## src/rtl/fifo_wr_ingress_if.sv

```systemverilog
// rtl/fifo_wr_ingress_if.sv - producer, write-handler and memory-port signals of the write ingress
interface fifo_wr_ingress_if #(
    parameter int D  = 8,
    parameter int DW = 8
);
    logic          in_valid;
    logic          in_ready;
    logic [DW-1:0] in_data;
    logic [D-1:0]  wrPtr;
    logic [D-1:0]  rdPtr;
    logic          fifo_full;
    logic          wren;
    logic [D-2:0]  mem_waddr;
    logic [DW-1:0] mem_wdata;
    logic [D-1:0]  wr_level;
    logic          almost_full;
`ifdef WR_INGRESS_STATS_EN
    logic [31:0]   acc_cnt;
    logic [31:0]   stall_cnt;
`endif

    // ingress block side
    modport slave (
        input  in_valid, in_data, wrPtr, rdPtr, fifo_full,
        output in_ready, wren, mem_waddr, mem_wdata, wr_level, almost_full
`ifdef WR_INGRESS_STATS_EN
        , output acc_cnt, stall_cnt
`endif
    );

    // producer / write handler / memory side
    modport master (
        output in_valid, in_data, wrPtr, rdPtr, fifo_full,
        input  in_ready, wren, mem_waddr, mem_wdata, wr_level, almost_full
`ifdef WR_INGRESS_STATS_EN
        , input acc_cnt, stall_cnt
`endif
    );
endinterface

```

## src/rtl/fifo_wr_ingress.sv

```systemverilog
// rtl/fifo_wr_ingress.sv - write-domain ingress: 2-entry skid buffer, wren issue, fill level (optional counters: WR_INGRESS_STATS_EN)
module fifo_wr_ingress #(
    parameter int D         = 8,
    parameter int DEPTH     = 90,
    parameter int DW        = 8,
    parameter int AF_THRESH = 80
) (
    input logic               wrclk,
    input logic               wrrst,
    fifo_wr_ingress_if.slave  bus
);
    localparam logic [D-1:0] DEPTH_W = D'(DEPTH);
    localparam logic [D-1:0] AF_W    = D'(AF_THRESH);

    logic [1:0]    cnt_q, cnt_d;
    logic [DW-1:0] head_q, head_d;
    logic [DW-1:0] tail_q, tail_d;
    logic          in_ready_q, in_ready_d;
    logic [D-1:0]  wr_level_q, wr_level_d;
    logic          almost_full_q, almost_full_d;
    logic          accept;
    logic          pop;
    logic [D-1:0]  w_idx, r_idx;

    assign accept = bus.in_valid && in_ready_q;
    assign pop    = (cnt_q != 2'd0) && !bus.fifo_full;

    // skid buffer: tail takes new words, head feeds the memory, count tracks occupancy
    always_comb begin
        cnt_d  = cnt_q;
        head_d = head_q;
        tail_d = tail_q;
        case ({accept, pop})
            2'b10: begin
                if (cnt_q == 2'd0) head_d = bus.in_data;
                else               tail_d = bus.in_data;
                cnt_d = cnt_q + 2'd1;
            end
            2'b01: begin
                head_d = tail_q;
                cnt_d  = cnt_q - 2'd1;
            end
            2'b11: begin
                if (cnt_q == 2'd1) begin
                    head_d = bus.in_data;
                end else begin
                    head_d = tail_q;
                    tail_d = bus.in_data;
                end
            end
            default: ;
        endcase
        in_ready_d = (cnt_d < 2'd2);
    end

    // occupancy from the wrap-bit pointer pair; modulo-2^D arithmetic is exact since the result never exceeds DEPTH
    always_comb begin
        w_idx = {1'b0, bus.wrPtr[D-2:0]};
        r_idx = {1'b0, bus.rdPtr[D-2:0]};
        if (bus.wrPtr[D-1] == bus.rdPtr[D-1]) wr_level_d = w_idx - r_idx;
        else                                  wr_level_d = DEPTH_W - r_idx + w_idx;
        almost_full_d = (wr_level_d >= AF_W);
    end

    // state registers; reset discards buffered words immediately
    always_ff @(posedge wrclk or posedge wrrst) begin
        if (wrrst) begin
            cnt_q         <= 2'd0;
            head_q        <= '0;
            tail_q        <= '0;
            in_ready_q    <= 1'b0;
            wr_level_q    <= '0;
            almost_full_q <= 1'b0;
        end else begin
            cnt_q         <= cnt_d;
            head_q        <= head_d;
            tail_q        <= tail_d;
            in_ready_q    <= in_ready_d;
            wr_level_q    <= wr_level_d;
            almost_full_q <= almost_full_d;
        end
    end

    assign bus.in_ready    = in_ready_q;
    assign bus.wren        = pop;
    assign bus.mem_waddr   = bus.wrPtr[D-2:0];
    assign bus.mem_wdata   = head_q;
    assign bus.wr_level    = wr_level_q;
    assign bus.almost_full = almost_full_q;

`ifdef WR_INGRESS_STATS_EN
    logic [31:0] acc_cnt_q, acc_cnt_d;
    logic [31:0] stall_cnt_q, stall_cnt_d;

    // saturating counters of accepted words and of cycles blocked by a full FIFO
    always_comb begin
        acc_cnt_d   = acc_cnt_q;
        stall_cnt_d = stall_cnt_q;
        if (accept && (acc_cnt_q != 32'hFFFF_FFFF))
            acc_cnt_d = acc_cnt_q + 32'd1;
        if ((cnt_q != 2'd0) && bus.fifo_full && (stall_cnt_q != 32'hFFFF_FFFF))
            stall_cnt_d = stall_cnt_q + 32'd1;
    end

    // counter registers
    always_ff @(posedge wrclk or posedge wrrst) begin
        if (wrrst) begin
            acc_cnt_q   <= '0;
            stall_cnt_q <= '0;
        end else begin
            acc_cnt_q   <= acc_cnt_d;
            stall_cnt_q <= stall_cnt_d;
        end
    end

    assign bus.acc_cnt   = acc_cnt_q;
    assign bus.stall_cnt = stall_cnt_q;
`endif
endmodule
```

## src/flat_wrapper.sv

```systemverilog
// flat-port wrapper written by rule: the top's interface ports become plain ports
module fifo_wr_ingress_flat 
#(
    parameter int D         = 8,
    parameter int DEPTH     = 90,
    parameter int DW        = 8,
    parameter int AF_THRESH = 80
)
  (wrclk, wrrst, bus_in_valid, bus_in_data, bus_wrPtr, bus_rdPtr, bus_fifo_full, bus_in_ready, bus_wren, bus_mem_waddr, bus_mem_wdata, bus_wr_level, bus_almost_full);
  fifo_wr_ingress_if #(.D(D), .DW(DW)) bus_i ();
  input logic wrclk;
  input logic wrrst;
  input wire logic [$bits(bus_i.in_valid)-1:0] bus_in_valid;
  input wire logic [$bits(bus_i.in_data)-1:0] bus_in_data;
  input wire logic [$bits(bus_i.wrPtr)-1:0] bus_wrPtr;
  input wire logic [$bits(bus_i.rdPtr)-1:0] bus_rdPtr;
  input wire logic [$bits(bus_i.fifo_full)-1:0] bus_fifo_full;
  output wire logic [$bits(bus_i.in_ready)-1:0] bus_in_ready;
  output wire logic [$bits(bus_i.wren)-1:0] bus_wren;
  output wire logic [$bits(bus_i.mem_waddr)-1:0] bus_mem_waddr;
  output wire logic [$bits(bus_i.mem_wdata)-1:0] bus_mem_wdata;
  output wire logic [$bits(bus_i.wr_level)-1:0] bus_wr_level;
  output wire logic [$bits(bus_i.almost_full)-1:0] bus_almost_full;
  assign bus_i.in_valid = bus_in_valid;
  assign bus_i.in_data = bus_in_data;
  assign bus_i.wrPtr = bus_wrPtr;
  assign bus_i.rdPtr = bus_rdPtr;
  assign bus_i.fifo_full = bus_fifo_full;
  assign bus_in_ready = bus_i.in_ready;
  assign bus_wren = bus_i.wren;
  assign bus_mem_waddr = bus_i.mem_waddr;
  assign bus_mem_wdata = bus_i.mem_wdata;
  assign bus_wr_level = bus_i.wr_level;
  assign bus_almost_full = bus_i.almost_full;
  fifo_wr_ingress #(.D(D), .DEPTH(DEPTH), .DW(DW), .AF_THRESH(AF_THRESH)) u_core (.wrclk(wrclk), .wrrst(wrrst), .bus(bus_i));
endmodule
```

## config.mk

```make
export PLATFORM = sky130hd
export DESIGN_NAME = fifo_wr_ingress_flat
export DESIGN_NICKNAME = d
export VERILOG_FILES = /design/src/rtl/fifo_wr_ingress_if.sv /design/src/rtl/fifo_wr_ingress.sv /design/src/flat_wrapper.sv
export SDC_FILE = /design/constraint.sdc
export NUM_CORES = 1
export LEC_CHECK = 0
export CORE_ASPECT_RATIO = 1.2
export CORE_MARGIN = 2
export CORE_UTILIZATION = 45
export CTS_BUF_LIST = sky130_fd_sc_hd__clkbuf_4 sky130_fd_sc_hd__clkbuf_8
export DETAILED_ROUTE_END_ITERATION = 7
export GPL_TIMING_DRIVEN = 0
export PLACE_DENSITY = 0.83
export SYNTH_ARGS = -nofsm -noshare
export SYNTH_HDL_FRONTEND = slang
export SYNTH_SLANG_ARGS = --single-unit
export TNS_END_PERCENT = 100
```

## constraint.sdc

```tcl
create_clock -name wrclk -period 1.86 [get_ports wrclk]
set_clock_uncertainty 0.05 [all_clocks]
set_input_delay 0.372 -clock wrclk [delete_from_list [all_inputs] [get_ports wrclk]]
set_output_delay 0.372 -clock wrclk [all_outputs]
set_load 0.01 [all_outputs]
```

=== Word-level counts from Yosys, hierarchy flattened ===
Index checks and enable logic that the tools add are counted.

* Register bits after elaboration: 28
* Output and inout port bits: 26
* Logic and storage cells: 38

* Add/subtract/negate cells: 5
* Magnitude comparators: 2
* Equal/unequal tests: 8
* Mux-type cells: 8
* Reductions and logical operators: 9

{| class="wikitable"
|+ Operators by type and width
! cell !! number
|-
| 8-bit 2-to-1 mux || 5
|-
| 8-bit case mux with 3 select lines || 1
|-
| 8-bit case mux with 2 select lines || 1
|-
| 8-bit by 7-bit adder with 8-bit output || 1
|-
| 8-bit by 7-bit greater-or-equal comparator with 1-bit output, second input constant || 1
|-
| 7-bit by 7-bit subtractor with 8-bit output || 1
|-
| 7-bit by 7-bit subtractor with 8-bit output, first input constant || 1
|-
| 2-bit by 1-bit == test with 1-bit output, second input constant || 2
|-
| 2-bit == test, second input constant || 2
|-
| 2-bit inequality test, second input constant || 2
|-
| 2-bit case mux with 2 select lines || 1
|-
| 2-bit nonzero test || 2
|-
| 3-bit AND reduction || 1
|-
| 3-bit nonzero test || 1
|-
| 2-bit by 1-bit adder with 2-bit output, second input constant || 1
|-
| 1-bit logical AND || 2
|-
| 2-bit logical NOT || 1
|-
| 2-bit less-than comparator, second input constant || 1
|-
| 2-bit by 1-bit inequality test with 1-bit output, second input constant || 1
|-
| 2-bit AND reduction || 1
|-
| 2-bit by 1-bit subtractor with 2-bit output, second input constant || 1
|-
| 1-bit == test || 1
|-
| 1-bit logical NOT || 1
|}

=== Depth between registers and ports, before layout ===
Gate-level depths: netlist of run 1.

* Word-level depth: 5
* Gate-level depth with buffers: 10

=== Worst setup path after synthesis of run 1 ===
No wires, ideal clock.

* Kind: input-to-reg
* Start point: in bus_rdPtr[2]
* End point: reg u_core.almost_full_q, in the netlist u_core.bus.almost_full
* Setup time: 146 ps
* Arrival time: 2,010 ps
* Path slack: -346 ps
* Cell stages on the path: 9
* Path buffers: 0
* Path through: inv_1 > ha_1 > inv_1 > fa_1 > o21ai_2 > a211o_1 > xnor2_1 > mux2i_1 > o221ai_1

* Cells in the longest elaborated chain, start to end: 4
* Elaborated cells on any way between the ends: 5
* Those cells by class: 3 x add/sub; 1 x order compare; 1 x mux

{| class="wikitable"
|+ Ends and longest elaborated chain
! what !! line !! source
|-
| from (decl) || flat_wrapper.sv:16 || <nowiki>input wire logic [$bits(bus_i.rdPtr)-1:0] bus_rdPtr;</nowiki>
|-
| 7-bit by 7-bit subtractor with 8-bit output || fifo_wr_ingress.sv:61 || <nowiki>else wr_level_d = DEPTH_W - r_idx + w_idx;</nowiki>
|-
| 8-bit by 7-bit adder with 8-bit output || fifo_wr_ingress.sv:61 ||
|-
| 8-bit 2-to-1 mux * || fifo_wr_ingress.sv:60 || <nowiki>if (bus.wrPtr[D-1] == bus.rdPtr[D-1]) wr_level_d = w_idx - r_idx;</nowiki>
|-
| 8-bit by 7-bit greater-or-equal comparator with 1-bit output * || fifo_wr_ingress.sv:62 || <nowiki>almost_full_d = (wr_level_d >= AF_W);</nowiki>
|-
| via u_core.almost_full_d || fifo_wr_ingress.sv:20 || <nowiki>logic almost_full_q, almost_full_d;</nowiki>
|-
| to (signal assigned) || fifo_wr_ingress.sv:80 || <nowiki>almost_full_q <= almost_full_d;</nowiki>
|-
| to (decl) || fifo_wr_ingress.sv:20 ||
|}

The timed path passes the listed nets; every way through them passes the cells marked *.
A chain may end at the register's enable or synchronous reset.

=== Worst setup path after layout of run 1 ===
Same ends and word-level chain as after synthesis.

==> results by group, run 1 <==
Routing
  – Via count: 1638
  – Drc violations: 0
  – Antenna Nets Post-Route: 0
  – Routed length per instance: 12.7 um
  – DR iter-0 viols: 63
  – Routed WL: 4.17 mm
  – 1st-pass router iterations: 4
  – DR vias/cell: 4.98

Power
  – Pwr Density: 1040 nW/um2
  – Peak VDD IR: about 0.39 mV
  – Leak pwr: 1.29 nW
  – Tot Pwr: 3.10 mW

Clock network
  – H-tree lvl count: 1
  – Clk buf depth: 2
  – Clock Latency Late Sink: roughly 0.27 ns
  – CTS root buffer: clkbuf_8
  – CTS sink cnt: 28
  – CTS Buf Count: 3
  – Hold_buf cts: 0
  – Clock Pin Slew Worst Setup and Hold Paths: about 0.090 ns
  – CTS tree: done

Critical path
  – Critical path type: input pin to register
  – Cell Chain, Critical Path: buf_8 -> inv_12 -> ha_4 -> inv_2 -> fa_2 -> o21ai_2 -> a211o_1 -> xnor2_1 -> mux2i_1 -> o221ai_1
  – CP Launch Type: input pin
  – Worst setup EP type: register
  – CP arrival: around 2.1 ns
  – CP required: approximately 1.9 ns
  – CP max stage delay: 0.60 ns
  – Worst Path Max Fanout: 3
  – CP max-delay cell: fa_2
  – WP buf/inv: 3
  – CP top delay family: adder cells

Floorplan
  – # IOs: 54
  – Cell row count: 26
  – Area of the die: 4870 um2
  – Die W: about 64 um
  – Die H: 76.1 um
  – Initial Util: 0.464
  – Core Region: 4200 um2

Final layout
  – Fill cells: 303
  – Ant diodes: 0
  – Layout cells sized above 1: 0.374
  – Final net count: 326
  – Most frequent cells in the layout: clkdlybuf4s50_1 (38), dfrtp_1 (28), buf_4 (22)
  – Synthesis-to-finish area growth: 53.0%
  – Commonest non-fill, non-tap cell in the layout: clkdlybuf4s50_1
  – Final Util: 0.710

Min path
  – Worst min path class: input pin to register

Placed design
  – PortBufs: 53
  – Dpl ws: -1.01 ns
  – Routability cong.: 0.756
  – Post-DP HPWL: about 2.9 mm

Synth
  – Yosys top cell by area: dfrtp_1
  – Synthesized instance count: slightly above 200
  – Post-synth EDFFs: 0
  – Yosys top cell area share: 0.360
  – Syn nets: 255
  – Largest cells by area after synthesis: dfrtp_1 (36%), ha_1 (13%), inv_1 (5.8%), mux2_2 (4.6%), a21oi_1 (3.3%)
  – Post-Syn Area per Cell: between 9 and 10 um2
  – YS warnings: 0
  – Post-synthesis sequential area ratio: 0.360
  – Synthesized flop and latch total: 28
  – Most used DFF post-synth: dfrtp_1
  – Synth async-reset ratio: 1.00
  – Syn Std Cell Area: 1950 um2
  – Post-synth cell types: 40

Timing
  – Final Critical Period: roughly 2.0 ns
  – Slew @ Worst Pin: 1.04 ns
  – PnR worst setup slack: -0.158 ns
  – Worst hold margin: 0.343 ns
  – RSZ-0062 raised after global routing: yes
  – Final Max Slew Viols: 0
  – Hold Fails Final Rpt: 0
  – Final setup vio count: 3
  – Fmax: 496 MHz
  – Slew headroom: 0.304
  – Setup Total Neg Slack: -0.300 ns
  – Period utilisation layout: 1.08

Global route
  – Pin count of the biggest net entering global routing: 29
  – All-Layer GR Usage: 0.174
  – Vias in the first global route: around 1600
  – First-pass GRT wire length: 7.02 mm
  – Initial antenna violation count: 0
  – GRT overflow: 0

Status
  – Failing checks: negative setup slack
  – Status: finished with violations

Flow run
  – Max Cap Viol: 0
path summary, 6_finish.rpt:
path                             startpoint                       to  slack [ns]  depth (start not counted)
setup / recovery               bus_rdPtr[2]   u_core.bus.almost_full       -0.16                         10
min in group asynchronous             wrrst   u_core.bus.wr_level[0]        0.60                          2
max in group asynchronous             wrrst  u_core.bus.mem_wdata[5]        0.53                          2
hold / removal                 bus_rdPtr[0]   u_core.bus.wr_level[0]        0.34                          3
hold reg to reg            u_core.tail_q[6]         u_core.tail_q[6]        0.46                          1
setup reg to reg            u_core.cnt_q[1]         u_core.tail_q[2]        0.07                          7
report_power, final:
part / switching, mW / leakage (nW) / internal [mW] / total, mW
logic: 0.822 / 0.940 / 0.928 / 1.75
registers: 0.116 / 0.325 / 0.872 / 0.987
clock network: 0.176 / 0.0288 / 0.189 / 0.365
timing repair:
action | 4_1_cts | 5_1_grt
setup endpoints to repair | 31 | 19
setup buffers | 11 | 3
resized for setup | 85 | 22
pin swaps | 23 | 7
cells in the mapped netlist (2+ instances only):
| cell | count |
|---|---|
| a21o_1 | 3 |
| a21oi_1 | 13 |
| fa_1 | 3 |
| mux2i_1 | 3 |
| mux2_2 | 8 |
| ha_1 | 21 |
| inv_1 | 30 |
| nand2b_1 | 2 |
| dfrtp_1 | 28 |
| nor2_1 | 17 |
| xor2_1 | 4 |
| nand3_1 | 3 |
| a211oi_1 | 3 |
| xnor2_1 | 5 |
| o21ai_0 | 5 |
| nand2_1 | 14 |
| buf_4 | 8 |
| a22oi_1 | 8 |
| nor3_1 | 4 |
routing by layer:
layer  global-route usage  wire (um)  up-vias
met2                0.348       2330       40
met5                    0          0        -
li1                     -          -      815
met3               0.0133        149        5
met4               0.0391         34        0
met1                0.192       1650      778
worst register-to-register path, delay by kind of cell, from the launching register on:
family / cells / cell delay [ns]
and+or+nand+nor: 3 / 0.42
muxes: 1 / 0.35
DFF: 1 / 0.36
adders and majority gates: 2 / 0.41
buffers and inverters: 1 / 0.09
cell type report:
type | count | area (um2) | share of cell area
Multi-Input combinational cell | 135 | 1350 | 0.451
Timing Repair Buffer | 67 | 618 | 0.207
Inverter | 30 | 128 | 0.0428
Tap cell | 56 | 70.1 | 0.0235
Clock buffer | 4 | 55.1 | 0.0185
Sequential cell | 28 | 701 | 0.235
Buffer | 9 | 63.8 | 0.0214
state kept, by name, indices dropped and copies added (netlist names):
| signal | cells |
|---|---|
| u_core.bus.mem_wdata | 8 |
| u_core.bus.wr_level | 8 |
| u_core.tail_q | 8 |
| u_core.cnt_q | 2 |
| u_core.bus.almost_full | 1 |
| u_core.bus.in_ready | 1 |
cell families after synthesis:
logic type	after synthesis	synth area share
buffers and inverters	40	0.0963
adders and majority gates	24	0.166
muxes	11	0.0617
AOI/OAI and AO/OA	42	0.154
and+or+nand+nor	49	0.122
DFF	28	0.360
xor gates and xnor gates	9	0.0405
metrics by stage:
| stage | instance area, um2 | instances |
|---|---|---|
| floorplan | 2030 | 203 |
| global placement | 2630 | 312 |
| detailed placement | 2630 | 312 |
| CTS | 2880 | 326 |
| global route | 2980 | 329 |
| finish | 2980 | 329 |
Power figures use the tool's default switching activity.
==> run 2, diff against run 1 <==
Settings changed: CELL_PAD_IN_SITES_DETAIL_PLACEMENT set to 2, CELL_PAD_IN_SITES_GLOBAL_PLACEMENT set to 2, CORE_MARGIN 2 to 4, CORE_UTILIZATION 45 to 27, PLACE_DENSITY 0.83 to 0.82.
==> results by group, run 2 (synthesis results as in run 1) <==
Status
  – Status: finished with violations
  – Failing checks: negative setup slack

Critical path
  – Worst Path Max Fanout: 3
  – Worst R2R Start: u_core.cnt_q[0]
  – Worst setup EP type: register
  – Critical path type: input pin to register
  – Most Frequent Cell on Critical Path: a211oi_2
  – CP max-delay cell: fa_2
  – Crit. Startpoint: bus_wrPtr[0]
  – CP Launch Type: input pin
  – CP top delay family: adder cells
  – Cell Chain, Critical Path: buf_8 -> inv_4 -> ha_4 -> fa_2 -> nand3b_1 -> a211oi_2 -> a211oi_2 -> xnor2_1 -> mux2i_1 -> o221ai_1
  – CP arrival: 2.08 ns
  – WP buf/inv: 2
  – CP max stage delay: 0.36 ns
  – CP required: 1.96 ns

Final layout
  – Post-route design area: 3030 um2
  – Sequential standard cell area: 701 um2
  – Fill cells: between 700 and 800
  – Footprint of the multi-input gates: 1330 um2
  – Ant diodes: 0
  – Commonest non-fill, non-tap cell in the layout: clkdlybuf4s50_1
  – Synthesis-to-finish area growth: 55.7%
  – Most frequent cells in the layout: clkdlybuf4s50_1 (38), dfrtp_1 (28), buf_4 (21)
  – Layout cells sized above 1: 0.364
  – Final net count: 325

Min path
  – Worst min path class: input pin to register
  – Launch point of the worst hold path: bus_rdPtr[0]

Routing
  – Routed length per instance: 16.1 um
  – Drc violations: 0
  – 1st-pass router iterations: 4
  – Routed WL: a little under 6 mm
  – Via count: around 1700
  – DR vias/cell: roughly 4.8
  – DR iter-0 viols: 9
  – Antenna Nets Post-Route: 0

Placed design
  – Placed cell area: 2670 um2
  – Post-DP HPWL: 4.07 mm
  – Routability cong.: 0.714
  – PortBufs: 53

Timing
  – Slew headroom: 0.280
  – Hold Fails Final Rpt: 0
  – Period utilisation layout: 1.06
  – Final Max Slew Viols: 0
  – Slew @ Worst Pin: 1.08 ns
  – PnR worst setup slack: -0.121 ns
  – Worst hold margin: 0.300 ns
  – RSZ-0062 raised after global routing: yes
  – Fmax: 505 MHz
  – Final Critical Period: 1.98 ns
  – Final setup vio count: 3

Clock network
  – CTS tree: done
  – CTS root buffer: clkbuf_8
  – H-tree lvl count: 1
  – Clock Latency Late Sink: 0.27 ns
  – Clock Pin Slew Worst Setup and Hold Paths: 0.10 ns
  – CTS sink cnt: 28
  – Hold_buf cts: 0
  – CTS Buf Count: 3
  – Clk buf depth: 2

Power
  – Peak VDD IR: 0.545 mV
  – Pwr Density: 1080 nW/um2
  – Tot Pwr: between 3 and 4 mW
  – Leak pwr: ~1.3 nW

Floorplan
  – Cell row count: 33
  – Die W: around 86 um
  – Initial Util: 0.281
  – Core Region: 6940 um2
  – Area of the die: 8640 um2
  – Die H: roughly 100 um
  – # IOs: 54

Global route
  – GRT overflow: 0
  – All-Layer GR Usage: 0.137
  – First-pass GRT wire length: roughly 9.5 mm
  – Pin count of the biggest net entering global routing: 29
  – Initial antenna violation count: 0
  – Vias in the first global route: 1884

Flow run
  – Max Cap Viol: 0
[run 2: cell count changes in the layout (fill, tap and decap cells not counted), sizes merged]
cell and change:
clkbuf -2, bufinv +1, dlygate4sd2 +2, buf -2
[run 2: what timing repair did]
action,4_1_cts,5_1_grt
pin swaps,22,5
gates resized for setup,82,17
setup endpoints to repair,31,22
buffers inserted,8,6
[run 2: cell type report]
class,count,area share
Buffer,8,0.0198
Clock buffer,3,0.0136
Clock inverter,1,0.00990
Inverter,30,0.0421
Multi-Input combinational cell,135,0.439
Sequential cell,28,0.231
Tap cell,87,0.0359
Timing Repair Buffer,67,0.209
[run 2: path summary, 6_finish.rpt]
check,to,slack [ns],depth (start not counted)
hold reg to reg,u_core.tail_q[1],0.47,1
min in group asynchronous,u_core.bus.mem_wdata[6],0.61,2
max in group asynchronous,u_core.tail_q[6],0.49,2
setup / recovery,u_core.bus.almost_full,-0.12,10
setup reg to reg,u_core.tail_q[2],0.08,8
hold / removal,u_core.bus.wr_level[0],0.30,3
[run 2: power breakdown]
group,total (mW),internal (mW),switching [mW]
clock network,0.483,0.288,0.195
registers,0.993,0.872,0.122
logic,1.81,0.940,0.872
[run 2: through the flow]
step	TNS, ns	utilization	setup slack [ns]	std cells
finish	-0.316	0.437	-0.121	359
global placement	-10.34	0.385	-1.05	343
global route	-0.722	0.437	-0.260	359
CTS	-0.276	0.424	-0.137	354
detailed placement	-12.07	0.385	-1.06	343
floorplan	-0.616	-	-0.278	203
[run 2: per-layer routing]
layer  track usage  routed length, um  up-vias
met5             0                  0        -
met4        0.0353                 63        0
met3        0.0172                190        4
met2         0.263               3260       34
met1         0.158               2270      854
li1              -                  -      814
[run 2: worst min-delay path, delay by kind of cell]
family	cells	cell delay, ns
buffers and inverters	2	0.10
adder cells (fa/ha/maj)	1	0.12
